==> config.mk <==
export PLATFORM = sky130hd
export DESIGN_NAME = xulie_piso
export DESIGN_NICKNAME = d
export VERILOG_FILES = /design/src/rtl/xulie_pkg.sv /design/src/rtl/xulie_hold_buf.sv /design/src/rtl/xulie_piso.sv
export SDC_FILE = /design/constraint.sdc
export NUM_CORES = 1
export LEC_CHECK = 0
export BUFFER_PORTS_ARGS = -buffer_cell sky130_fd_sc_hd__buf_2
export CAP_MARGIN = 10
export CORE_ASPECT_RATIO = 0.9
export CORE_MARGIN = 5
export CORE_UTILIZATION = 59
export CTS_CLUSTER_DIAMETER = 60
export DETAILED_ROUTE_END_ITERATION = 8
export PLACE_DENSITY_LB_ADDON = 0.15
export SLEW_MARGIN = 0
export SYNTH_ARGS = -nofsm -noshare
export SYNTH_HDL_FRONTEND = slang
export SYNTH_SLANG_ARGS = --single-unit
==> constraint.sdc <==
create_clock -name Clk -period 3.4 [get_ports Clk]
set_clock_uncertainty 0.2 [all_clocks]
set_input_delay 0.34 -clock Clk [delete_from_list [all_inputs] [get_ports Clk]]
set_output_delay 0.34 -clock Clk [all_outputs]
set_load 0.02 [all_outputs]
==> src/rtl/xulie_pkg.sv <==
// Shared definitions for the serial sequence detector and its PISO feeder.
// Holds the one-hot state encodings and the default word/idle parameters.
// Both blocks import this package so the encodings cannot drift apart.
package xulie_pkg;

  // Default word length for the serial path.
  localparam int DEF_WIDTH = 8;

  // Line level while no word is being shifted; high keeps the detector unprimed.
  localparam logic DEF_IDLE_LEVEL = 1'b1;

  // One-hot shifter states.
  typedef enum logic [1:0] {
    S_IDLE  = 2'b01,
    S_SHIFT = 2'b10
  } state_t;

  // True only for the two legal one-hot codes.
  function automatic logic state_legal(input logic [1:0] s);
    return (s == S_IDLE) || (s == S_SHIFT);
  endfunction

endpackage

==> src/rtl/xulie_hold_buf.sv <==
// One-deep word holding buffer with full flag between the load port and the shifter.
// Latency: a write is visible on data/full after one Clk edge.
// Backpressure: owner must not write while full; clr empties it regardless of strobes.
module xulie_hold_buf
  import xulie_pkg::*;
#(
  parameter int WIDTH = DEF_WIDTH
) (
  input  logic             Clk,
  input  logic             Reset,
  input  logic             wr,
  input  logic             rd,
  input  logic             clr,
  input  logic [WIDTH-1:0] wr_data,
  output logic             full,
  output logic [WIDTH-1:0] data
);

  // Full flag: clear wins, otherwise a read empties and a write fills.
  always_ff @(posedge Clk or posedge Reset) begin
    if (Reset) begin
      full <= 1'b0;
    end else if (clr) begin
      full <= 1'b0;
    end else begin
      full <= (full & ~rd) | wr;
    end
  end

  // Word storage: captured only on a write strobe.
  always_ff @(posedge Clk or posedge Reset) begin
    if (Reset) begin
      data <= '0;
    end else if (wr) begin
      data <= wr_data;
    end
  end

endmodule

==> src/rtl/xulie_piso.sv <==
// Parallel-in/serial-out feeder for the sequence detector, one bit per Clk on Sout.
// Latency: word accepted at edge k while idle shows its first bit in the cycle after k.
// Backpressure: Ready = hold buffer empty; Load while Ready=0 is ignored.
module xulie_piso
  import xulie_pkg::*;
#(
  parameter int   WIDTH      = DEF_WIDTH,
  parameter bit   MSB_FIRST  = 1'b1,
  parameter logic IDLE_LEVEL = DEF_IDLE_LEVEL
) (
  input  logic             Clk,
  input  logic             Reset,
  input  logic             Load,
  input  logic [WIDTH-1:0] Data_in,
  output logic             Ready,
  output logic             Sout,
  output logic             Sout_valid,
  output logic             Busy,
  output logic             Word_done
);

  localparam int             CW   = $clog2(WIDTH);
  localparam logic [CW-1:0]  LAST = CW'(WIDTH - 1);

  // FSM state (kept as raw bits so illegal codes are representable and recoverable)
  logic [1:0]       state_q;
  logic [1:0]       state_nxt;

  // Bit counter and shift register
  logic [CW-1:0]    cnt_q;
  logic [CW-1:0]    cnt_nxt;
  logic [WIDTH-1:0] shreg_q;
  logic [WIDTH-1:0] shreg_nxt;

  // Registered-output next values
  logic             sout_nxt;
  logic             busy_nxt;
  logic             done_nxt;

  // Word sourcing
  logic             buf_full;
  logic [WIDTH-1:0] buf_data;
  logic             accept;
  logic             at_last;
  logic             need_word;
  logic             take_buf;
  logic             take_in;
  logic             load_word;
  logic             buf_wr;
  logic             buf_clr;
  logic [WIDTH-1:0] word_in;

  // Bit that goes on the line first for a freshly loaded or shifted register.
  function automatic logic lead_bit(input logic [WIDTH-1:0] w);
    return MSB_FIRST ? w[WIDTH-1] : w[0];
  endfunction

  // Ready is a pure function of the buffer's full register: no path from Load.
  assign Ready   = ~buf_full;
  assign accept  = Load & Ready;

  // The shifter wants a new word when idle or when the last bit is on the line.
  assign at_last   = (state_q == S_SHIFT) && (cnt_q == LAST);
  assign need_word = (state_q == S_IDLE) || at_last;

  // Buffered word has priority over an incoming one so order is preserved.
  assign take_buf  = need_word & buf_full;
  assign take_in   = need_word & ~buf_full & accept;
  assign load_word = take_buf | take_in;
  assign word_in   = buf_full ? buf_data : Data_in;

  // Anything accepted but not bypassed straight into the shifter parks in the buffer.
  assign buf_wr  = accept & ~take_in;
  // A corrupted state code flushes the buffer along with the FSM recovery.
  assign buf_clr = ~state_legal(state_q);

  xulie_hold_buf #(
    .WIDTH (WIDTH)
  ) u_hold_buf (
    .Clk     (Clk),
    .Reset   (Reset),
    .wr      (buf_wr),
    .rd      (take_buf),
    .clr     (buf_clr),
    .wr_data (Data_in),
    .full    (buf_full),
    .data    (buf_data)
  );

  // State register.
  always_ff @(posedge Clk or posedge Reset) begin
    if (Reset) begin
      state_q <= S_IDLE;
    end else begin
      state_q <= state_nxt;
    end
  end

  // Next-state logic: stay shifting across word boundaries when a word is ready.
  always_comb begin
    state_nxt = S_IDLE;
    case (state_q)
      S_IDLE: begin
        state_nxt = load_word ? S_SHIFT : S_IDLE;
      end
      S_SHIFT: begin
        if (at_last) begin
          state_nxt = load_word ? S_SHIFT : S_IDLE;
        end else begin
          state_nxt = S_SHIFT;
        end
      end
      default: begin
        state_nxt = S_IDLE;
      end
    endcase
  end

  // Datapath next values: reload on a new word, else advance while shifting.
  always_comb begin
    cnt_nxt   = cnt_q;
    shreg_nxt = shreg_q;
    if (!state_legal(state_q)) begin
      cnt_nxt = '0;
    end else if (load_word) begin
      cnt_nxt   = '0;
      shreg_nxt = word_in;
    end else if ((state_q == S_SHIFT) && !at_last) begin
      cnt_nxt   = cnt_q + CW'(1);
      shreg_nxt = MSB_FIRST ? (shreg_q << 1) : (shreg_q >> 1);
    end
  end

  // Output logic: next values for the registered line outputs.
  always_comb begin
    busy_nxt = (state_nxt == S_SHIFT);
    sout_nxt = busy_nxt ? lead_bit(shreg_nxt) : IDLE_LEVEL;
    done_nxt = busy_nxt && (cnt_nxt == LAST);
  end

  // Counter and shift register storage.
  always_ff @(posedge Clk or posedge Reset) begin
    if (Reset) begin
      cnt_q   <= '0;
      shreg_q <= '0;
    end else begin
      cnt_q   <= cnt_nxt;
      shreg_q <= shreg_nxt;
    end
  end

  // Registered outputs so the detector sees glitch-free Din/valid.
  always_ff @(posedge Clk or posedge Reset) begin
    if (Reset) begin
      Sout       <= IDLE_LEVEL;
      Sout_valid <= 1'b0;
      Busy       <= 1'b0;
      Word_done  <= 1'b0;
    end else begin
      Sout       <= sout_nxt;
      Sout_valid <= busy_nxt;
      Busy       <= busy_nxt;
      Word_done  <= done_nxt;
    end
  end

endmodule

==> metrics.md, run 1 <==
| Metric | Value |
|---|---|
| Status | `finished, violations left` |
| Failing checks | `hold timing` |
| Req. time, crit path | `roughly 3.5 ns` |
| PostCTS Resize Cnt | `0` |
| Clock Tree Buf Depth | `2` |
| Fin area | `~1300 um2` |
| Finish-stage setup viols | `0` |
| YS warnings | `0` |
| RePlAce Congestion | `0.8684` |
| DRT iter0 DRCs | `23` |
| Met1 Usage GRT | `about a fifth` |
| Met3 Usage GRT | `under 10%` |
| Critical Path End Type | `flop` |
| Largest net degree at the start of global routing | `25` |
| Achievable Freq | `around 0.49 GHz` |
| Crit-path cells | `inv_1 > ha_1 > or3_1 > nor2_1 > a221o_1` |
| Post-synth EDFFs | `0` |
| Fill cell count | `approximately 150` |
| Dpl ws | `1.381 ns` |
| CTS tree | `done` |
| Root Buffer | `clkbuf_4` |
| Final net count | `between 100 and 150` |
| RSZ-0062 raised after global routing | `false` |
| TritonCTS buffer count | `3` |
| Critical path's slowest cell | `dfstp_2` |
| I/O Pins | `16` |
| Initial Utilization | `around three fifths` |
| H-tree depth | `1` |
| Full die area | `just under 3000 um2` |
| Part of the cycle the worst path needs | `roughly 60%` |
| Mapped Nets | `110` |
| Antenna diodes | `0` |
| Ratio of cells with drive above 1 in the final layout | `32.11%` |
| Die H | `roughly 52 um` |
| Synth Area per Inst | `~12 um2` |
| Worst VDD drop | `between 0.4 and 0.5 mV` |
| Max Slew Vio Count | `0` |
| Post-synthesis sequential area ratio | `51.61%` |
| Vias in the first global route | `757` |
| GRT Util Overall | `between 10% and 20%` |
| Synth Flop Type | `dfrtp_1` |
| Fin Setup TNS | `0 ns` |
| GRT busiest layer | `met2` |
| Worst slew pin tran | `~0.88 ns` |
| CP arrival | `roughly 2.1 ns` |
| CP Class | `flop to flop` |
| Final hold violation count | `22` |
| Cells after Synth | `between 90 and 100` |
| Post-synth ARST share | `100.0%` |
| Crit-path leading delay family | `simple AND/OR/NAND/NOR gates` |
| Fin Hold WS | `-0.02140 ns` |
| Area Growth Syn to Fin | `10.60%` |
| Static leakage | `0.0006033 uW` |
| Synth area leaders | `dfrtp_1 (47%), mux2_2 (8.7%), mux2i_1 (8.6%), a221o_1 (5.1%), dfstp_2 (4.5%)` |
| GR Util met2 | `about 23%` |
| I/O Buffers | `15` |
| Placed Area | `between 1000 and 1500 um2` |
| Max Cap Violations | `0` |
| First-pass GRT wire length | `~3400 um` |
| Worst-path fanout max | `8` |
| Clk sinks | `24` |
| Initial antenna violation count | `0` |
| Seq cells post-synth | `24` |
| FP Rows | `15` |
| Hold Crit Class | `primary input to async pin` |
| Max incr delay on CP | `about 0.56 ns` |
| Post-DP HPWL | `1421 um` |
| Power per Cell Area | `approximately 900 nW/um2` |
| Multi-input gate area | `about 500 um2` |
| Relative slew slack | `41.25%` |
| Sequential Area | `approximately 600 um2` |
| Remaining DRCs | `0` |
| Clk Latency, worst-skew pair | `about 0.32 ns` |
| Avg WL per Cell | `about 14 um` |
| Area leader, netlist | `dfrtp_1` |
| ANT nets after route | `0` |
| Routed vias/inst | `approximately 5.5` |
| Placeable Area | `1896 um2` |
| Post-Syn Area | `1169 um2` |
| Total vias in the final route | `741` |
| CTS clock-pin slew for the worst setup and hold paths | `between 0.1 and 0.15 ns` |
| Pre-antenna DRT Iters | `4` |
| Die W | `~57 um` |
| WP buf/inv | `1` |
| Distinct cells, synth | `27` |
| Setup slack after layout | `around 1.4 ns` |
| Yosys top cell area share | `a little under half` |
| Tmin final | `~2.0 ns` |
| Setup crit start kind | `flop` |
| Remaining global-route overflow | `0` |
| Final wirelength | `roughly 1900 um` |
report_power, final:
group	internal, uW	switching [uW]	leakage [uW]	total (uW)
Clock	119	87.0	0.0000279	206
Combinational	225	234	0.000277	459
Sequential	410	83.0	0.000298	493
Yosys cell counts, types with 2 or more instances:
master	instances
a221o_1	6
buf_2	2
buf_6	2
dfrtp_1	22
dfstp_2	2
ha_1	4
inv_1	6
mux2_2	9
mux2i_1	10
nand2_1	2
nor2_1	10
nor3_1	3
o21ai_0	3
layout make-up:
class,instances,area share [%]
multi-input combinational,59,38.53
clock inverter,1,2.323
clock buffer,3,1.742
tap,25,2.420
sequential,24,46.66
timing repair buffer,16,6.583
inverter,6,1.742
metrics by stage:
stage | utilization, % | hold slack [ns] | std cells | power [uW]
floorplan | - | 0.1531 | 95 | 876.6
detailed placement | 64.88 | 0.2838 | 129 | 960.6
finish | 68.18 | -0.02140 | 134 | 1158
CTS | 67.66 | 0.007996 | 133 | 1168
global route | 68.18 | 0.03430 | 134 | 1251
global placement | 64.88 | 0.2794 | 129 | 946.7
flip-flops by register name, summed over array words and instances (netlist names):
signal,flops
Word_done,1
u_hold_buf.full,1
u_hold_buf.data,8
state_q,2
shreg_q,7
Sout,1
cnt_q,3
Busy,1
path summary, 6_finish.rpt:
kind                                   startpoint                        endpoint  slack [ns]  cells after the start
min reg2reg                shreg_q[0]$_DFFE_PP0P_          shreg_q[0]$_DFFE_PP0P_        0.32                      1
max in group asynchronous                   Reset       u_hold_buf.full$_DFF_PP0_        2.47                      2
max reg2reg                  state_q[0]$_DFF_PP1_          shreg_q[4]$_DFFE_PP0P_        1.37                      5
min in group Clk                       Data_in[4]  u_hold_buf.data[4]$_DFFE_PP0P_        0.05                      2
min                                         Reset          shreg_q[5]$_DFFE_PP0P_       -0.02                      2
max                          state_q[0]$_DFF_PP1_          shreg_q[4]$_DFFE_PP0P_        1.37                      5
layer usage:
layer  part of all wire, %  vias up
met5                     0        -
met4                   2.3        0
met2                    43       16
li1                      -      368
met1                    50      353
met3                   4.2        4
placed cells by master (no fill, tap or decap), types with 2 or more instances in the layout:
cell type / count
dfrtp_1: 22
buf_2: 15
nor2_1: 10
mux2i_1: 10
mux2_2: 9
inv_1: 6
a221o_1: 6
ha_1: 4
o21ai_0: 3
nor3_1: 3
clkbuf_4: 3
dfstp_2: 2
nand2_1: 2
cells by family after synthesis:
family	after synthesis	synth area share, %
DFF	24	51.61
and+or+nand+nor	21	9.851
muxes	19	17.24
AOI/OAI and AO/OA	14	10.49
buffers and inverters	12	5.781
adders and majority gates	4	4.283
xor gates and xnor gates	1	0.7496
repair_timing:
action | CTS | global route
setup buffers | 0 | 0
hold buffers | 0 | 1
hold endpoints to repair | 0 | 1
Power figures use the tool's default switching activity.
==> run 2, diff against run 1 <==
--- a/config.mk
+++ b/config.mk
@@ -9,7 +9,7 @@
 export CAP_MARGIN = 10
 export CORE_ASPECT_RATIO = 0.9
 export CORE_MARGIN = 5
-export CORE_UTILIZATION = 59
+export CORE_UTILIZATION = 55
 export CTS_CLUSTER_DIAMETER = 60
 export DETAILED_ROUTE_END_ITERATION = 8
 export PLACE_DENSITY_LB_ADDON = 0.15
==> constraint.sdc (replaced) <==
create_clock -name Clk -period 1.9 [get_ports Clk]
set_clock_uncertainty 0.2 [all_clocks]
set_input_delay 0.19 -clock Clk [delete_from_list [all_inputs] [get_ports Clk]]
set_output_delay 0.19 -clock Clk [all_outputs]
set_load 0.02 [all_outputs]
==> metrics.md, run 2 (same netlist as run 1, synthesis figures left out) <==
| Metric | Value |
|---|---|
| Area Growth Syn to Fin | `30.19%` |
| Finish-stage setup viols | `0` |
| Initial antenna violation count | `0` |
| Vias in the first global route | `roughly 890` |
| DRT iter0 DRCs | `23` |
| Critical Path End Type | `flop` |
| Clock Tree Buf Depth | `2` |
| Achievable Freq | `0.5298 GHz` |
| Static leakage | `between 0.0006 and 0.0007 uW` |
| Tmin final | `approximately 1.9 ns` |
| Largest net degree at the start of global routing | `25` |
| First-pass GRT wire length | `roughly 4200 um` |
| Initial Utilization | `between 50 and 60%` |
| Status | `complete, no violations` |
| Full die area | `3148 um2` |
| CTS clock-pin slew for the worst setup and hold paths | `~0.13 ns` |
| Clk Latency, worst-skew pair | `slightly above 0.3 ns` |
| ANT nets after route | `0` |
| Worst-path fanout max | `6` |
| Top flop regs | `u_hold_buf.data: 8 flops, shreg_q: 7 flops, cnt_q: 3 flops` |
| RePlAce Congestion | `0.7443` |
| Worst slew pin tran | `0.3758 ns` |
| GRT Util Overall | `a little under a fifth` |
| CP Class | `flop to flop` |
| Ratio of cells with drive above 1 in the final layout | `44.19%` |
| Max Cap Violations | `0` |
| Max Slew Vio Count | `0` |
| Largest reg by FF count | `u_hold_buf.data` |
| Final hold violation count | `0` |
| Remaining global-route overflow | `0` |
| Worst VDD drop | `approximately 0.94 mV` |
| Req. time, crit path | `around 1.9 ns` |
| WP buf/inv | `2` |
| Max incr delay on CP | `0.57 ns` |
| Crit-path leading delay family | `flip-flops` |
| Pre-antenna DRT Iters | `4` |
| H-tree depth | `1` |
| Avg WL per Cell | `roughly 15 um` |
| Relative slew slack | `around three quarters` |
| Final net count | `145` |
| Die H | `about 54 um` |
| Die W | `58.59 um` |
| I/O Buffers | `15` |
| Final wirelength | `2364 um` |
| Power per Cell Area | `~1500 nW/um2` |
| RSZ-0062 raised after global routing | `true` |
| Fill cell count | `125` |
| Commonest non-fill, non-tap cell in the layout | `dfrtp_1` |
| Remaining DRCs | `0` |
| Pwr Total | `between 2000 and 2500 uW` |
| Part of the cycle the worst path needs | `roughly 99%` |
| Root Buffer | `clkbuf_4` |
| Max FFs per register | `8` |
| Hold Crit Class | `primary input to async pin` |
| FP Rows | `15` |
| Antenna diodes | `0` |
| Clk sinks | `24` |
| Fin Hold WS | `between 0.2 and 0.3 ns` |
| CP arrival | `between 1.5 and 2 ns` |
| I/O Pins | `16` |
| Placeable Area | `~2000 um2` |
| Crit-path cells | `inv_2 > ha_4 > nor2b_4 > buf_4 > and3_4 > a221o_1` |
| Setup crit start kind | `flop` |
| Post-DP HPWL | `1643 um` |
| Critical path's slowest cell | `dfstp_2` |
| TritonCTS buffer count | `3` |
| Commonest cells after routing, fill and taps aside | `dfrtp_1 (22), buf_2 (15), dlygate4sd3_1 (10), buf_4 (10)` |
| CTS tree | `done` |
| Total vias in the final route | `about 830` |
| Routed vias/inst | `5.409` |
run 2: layer usage:
metal / vias up / track usage [%] / share of wire (%)
met4: 0 / 6.415 / 0.63
met5: - / 0 / 0
met3: 2 / 3.837 / 2.5
met2: 13 / 29.93 / 52
met1: 409 / 24.35 / 45
li1: 409 / - / -
run 2: worst min-delay path, cell delays in order:
cell and delay, ns:
dlygate4sd3_1 0.54, buf_2 0.12, inv_1 0.04, buf_4 0.29
run 2: layout make-up:
class | count | area, um2 | share of cell area (%)
clock buffer | 4 | 36.28 | 2.385
tap | 25 | 31.28 | 2.056
inverter | 6 | 25.02 | 1.645
multi-input combinational | 59 | 564.3 | 37.09
timing repair buffer | 36 | 261.5 | 17.19
sequential | 24 | 603.1 | 39.64
run 2: worst paths after layout:
check | startpoint | to | slack (ns) | cells after the start
worst max register to register | state_q[0]$_DFF_PP1_ | shreg_q[3]$_DFFE_PP0P_ | 0.01 | 6
worst min-delay path | Reset | u_hold_buf.data[4]$_DFFE_PP0P_ | 0.25 | 4
worst min register to register | shreg_q[0]$_DFFE_PP0P_ | shreg_q[0]$_DFFE_PP0P_ | 0.32 | 1
min in group Clk | shreg_q[0]$_DFFE_PP0P_ | shreg_q[0]$_DFFE_PP0P_ | 0.32 | 1
max in group asynchronous | Reset | state_q[0]$_DFF_PP1_ | 0.96 | 4
worst max-delay path | state_q[0]$_DFF_PP1_ | shreg_q[3]$_DFFE_PP0P_ | 0.01 | 6
run 2: per-stage QoR:
stage / area (um2) / TNS, ns / setup WS, ns / std cells / util (%)
2_1_floorplan: 1189 / 0 / 0.01207 / 95 / -
6_report: 1521 / 0 / 0.01260 / 154 / 77.21
4_1_cts: 1501 / 0 / 0.0007749 / 154 / 76.19
5_1_grt: 1521 / -0.2610 / -0.06130 / 154 / 77.21
3_5_place_dp: 1303 / -0.5965 / -0.08320 / 138 / 66.10
3_3_place_gp: 1303 / -0.07351 / -0.01523 / 138 / 66.10
run 2: repair_timing:
item	in CTS	in global routing
hold buffers	10	0
gates resized for setup	8	7
hold endpoints to repair	34	0
buffers inserted	2	0
setup endpoints to repair	16	9
cloned	0	0
pin swaps	1	4
run 2: where the power goes:
part | internal, uW | switching, uW
Sequential | 736 | 126
Combinational | 570 | 539
Clock | 117 | 152
==> run 3, diff against run 2 <==
--- a/config.mk
+++ b/config.mk
@@ -5,7 +5,7 @@
 export SDC_FILE = /design/constraint.sdc
 export NUM_CORES = 1
 export LEC_CHECK = 0
-export BUFFER_PORTS_ARGS = -buffer_cell sky130_fd_sc_hd__buf_2
+export BUFFER_PORTS_ARGS = -buffer_cell sky130_fd_sc_hd__buf_4
 export CAP_MARGIN = 10
 export CORE_ASPECT_RATIO = 0.9
 export CORE_MARGIN = 5
==> metrics.md, run 3 (same netlist as run 1, synthesis figures left out) <==
| Metric | Value |
|---|---|
| Placeable Area | `~2000 um2` |
| DP Cell Count | `~140` |
| Setup slack after layout | `-0.04821 ns` |
| Routed vias/inst | `around 5.6` |
| CTS clock-pin slew for the worst setup and hold paths | `between 0.1 and 0.15 ns` |
| Initial antenna violation count | `0` |
| CP Class | `flop to flop` |
| TritonCTS buffer count | `3` |
| RSZ-0062 raised after global routing | `true` |
| Total vias in the final route | `862` |
| Critical path's slowest cell | `dfrtp_1` |
| R2r startpoint | `cnt_q[1]$_DFF_PP0_` |
| Antenna diodes | `0` |
| Req. time, crit path | `1.92 ns` |
| Largest reg by FF count | `u_hold_buf.data` |
| Worst R2R Path Depth | `7` |
| R2R setup slack | `-0.05 ns` |
| Final Non-Filler Cells | `155` |
| Termination of the worst setup path | `Word_done$_DFF_PP0_` |
| Clock Tree Buf Depth | `2` |
| Worst-path fanout max | `5` |
| Clk Latency, worst-skew pair | `0.32 ns` |
| First-pass GRT wire length | `between 4000 and 5000 um` |
| ANT nets after route | `0` |
| Vias in the first global route | `approximately 860` |
| Critical Path End Type | `flop` |
| Avg WL per Cell | `around 17 um` |
| Commonest non-fill, non-tap cell in the layout | `buf_4` |
| Remaining global-route overflow | `0` |
| Hold Crit Class | `primary input to async pin` |
| Crit-path cells | `ha_2 > ha_4 > buf_6 > nor2b_4 > mux2i_2 > nor2_1 > and3_1` |
| Sequential Area | `603.1 um2` |
| Commonest cells after routing, fill and taps aside | `buf_4 (26), dfrtp_1 (22), nor2_1 (10), dlygate4sd3_1 (10), mux2_2 (9)` |
| Achievable Freq | `a little over 0.5 GHz` |
| Power per Cell Area | `1477 nW/um2` |
| Part of the cycle the worst path needs | `102.5%` |
| H-tree depth | `1` |
| Finish-stage setup viols | `1` |
| Dpl ws | `-0.05820 ns` |
| I/O Buffers | `15` |
| Post-DP HPWL | `1654 um` |
| Initial Utilization | `just under 60%` |
| Max Slew Vio Count | `0` |
| I/O Pins | `16` |
| Max FFs per register | `8` |
| Fill cell count | `120` |
| Max incr delay on CP | `~0.43 ns` |
| Routed wl met2 | `1257 um` |
| R2R Path End | `Word_done$_DFF_PP0_` |
| Final hold violation count | `0` |
| Max Cap Violations | `0` |
| FP Rows | `15` |
| Tmin final | `1.948 ns` |
| Clk sinks | `24` |
| DRT iter0 DRCs | `17` |
| Worst VDD drop | `about 1.1 mV` |
| Wl on met1 | `~1200 um` |
| Relative slew slack | `about three quarters` |
| Root Buffer | `clkbuf_4` |
| Largest net degree at the start of global routing | `17` |
| Worst slew pin tran | `approximately 0.37 ns` |
| CP arrival | `1.97 ns` |
| Crit. Startpoint | `cnt_q[1]$_DFF_PP0_` |
| Remaining DRCs | `0` |
| Pre-antenna DRT Iters | `4` |
| Top flop regs | `u_hold_buf.data: 8 flops, shreg_q: 7 flops, cnt_q: 3 flops` |
| RePlAce Congestion | `roughly 0.78` |
| Area Growth Syn to Fin | `34.15%` |
| Static leakage | `about 0.00071 uW` |
| GRT Util Overall | `a little under a fifth` |
| Routed length on met3 | `123 um` |
| Die H | `around 54 um` |
| Die W | `between 50 and 60 um` |
| Final wirelength | `~2600 um` |
| Multi-input gate area | `565.5 um2` |
| Failing checks | `setup timing` |
| Final net count | `roughly 150` |
| Status | `finished, violations left` |
| Setup crit start kind | `flop` |
| Ratio of cells with drive above 1 in the final layout | `43.85%` |
| Full die area | `about 3100 um2` |
| CTS tree | `done` |
| DR top layer | `met4` |
==> run 3: changes by cell type in the layout (fill, tap and decap cells not counted), sizes merged <==
cell and delta:
buf +1
==> run 3: layout make-up <==
class | count | share of cell area [%]
clock buffer | 4 | 2.314
tap | 25 | 1.995
sequential | 24 | 38.47
timing repair buffer | 37 | 19.55
inverter | 6 | 1.596
multi-input combinational | 59 | 36.07
==> run 3: worst min-delay path by stage <==
| stage | start | endpoint | slack, ns | cells past startpoint |
|---|---|---|---|---|
| floorplan | Reset | Busy$_DFF_PP0_ | 0.003 | 1 |
| global placement | Reset | cnt_q[1]$_DFF_PP0_ | -0.03 | 2 |
| detailed placement | Reset | cnt_q[0]$_DFF_PP0_ | -0.02 | 2 |
| CTS | Reset | cnt_q[0]$_DFF_PP0_ | 0.18 | 3 |
| global route | Reset | cnt_q[0]$_DFF_PP0_ | 0.19 | 3 |
| finish | Reset | cnt_q[0]$_DFF_PP0_ | 0.19 | 3 |
==> run 3: timing repair <==
action	in CTS	in global routing
setup endpoints to repair	16	18
pin swaps	1	5
endpoints found under the hold margin	34	0
gates cloned	0	0
resized for setup	4	11
hold buffers	10	0
setup buffers	1	1
==> run 3: worst max-delay path, delay by kind of cell, from the launching register on <==
family	cells	cell delay, ns
AND/OR/NAND/NOR	3	0.45
flip-flops	1	0.43
adder cells (fa/ha/maj)	2	0.38
multiplexers	1	0.28
buffers and inverters	1	0.12
==> run 3: power by group <==
part	leakage (uW)	internal [uW]	total [uW]	switching, uW
sequential	0.000298	736	862	127
clock	0.0000210	117	270	152
combinational	0.000388	609	1180	575
==> run 3: routing by layer <==
layer	vias to the layer above	GRT usage, %
li1	405	-
met1	428	23.64
met2	21	30.48
met3	8	5.755
met4	0	6.792
met5	-	0
==> run 3: metrics by stage <==
step                total power (uW)  utilization, %  hold slack (ns)  instance area [um2]  TNS [ns]
floorplan                       1630               -         0.003139                 1189         0
global placement                1845           68.38         -0.03012                 1348  -0.03654
detailed placement              1878           68.38         -0.01959                 1348   -0.4906
CTS                             2195           76.57           0.1754                 1509  -0.03928
global route                    2470           79.56           0.1895                 1568   -0.5271
finish                          2316           79.56           0.1861                 1568  -0.04821
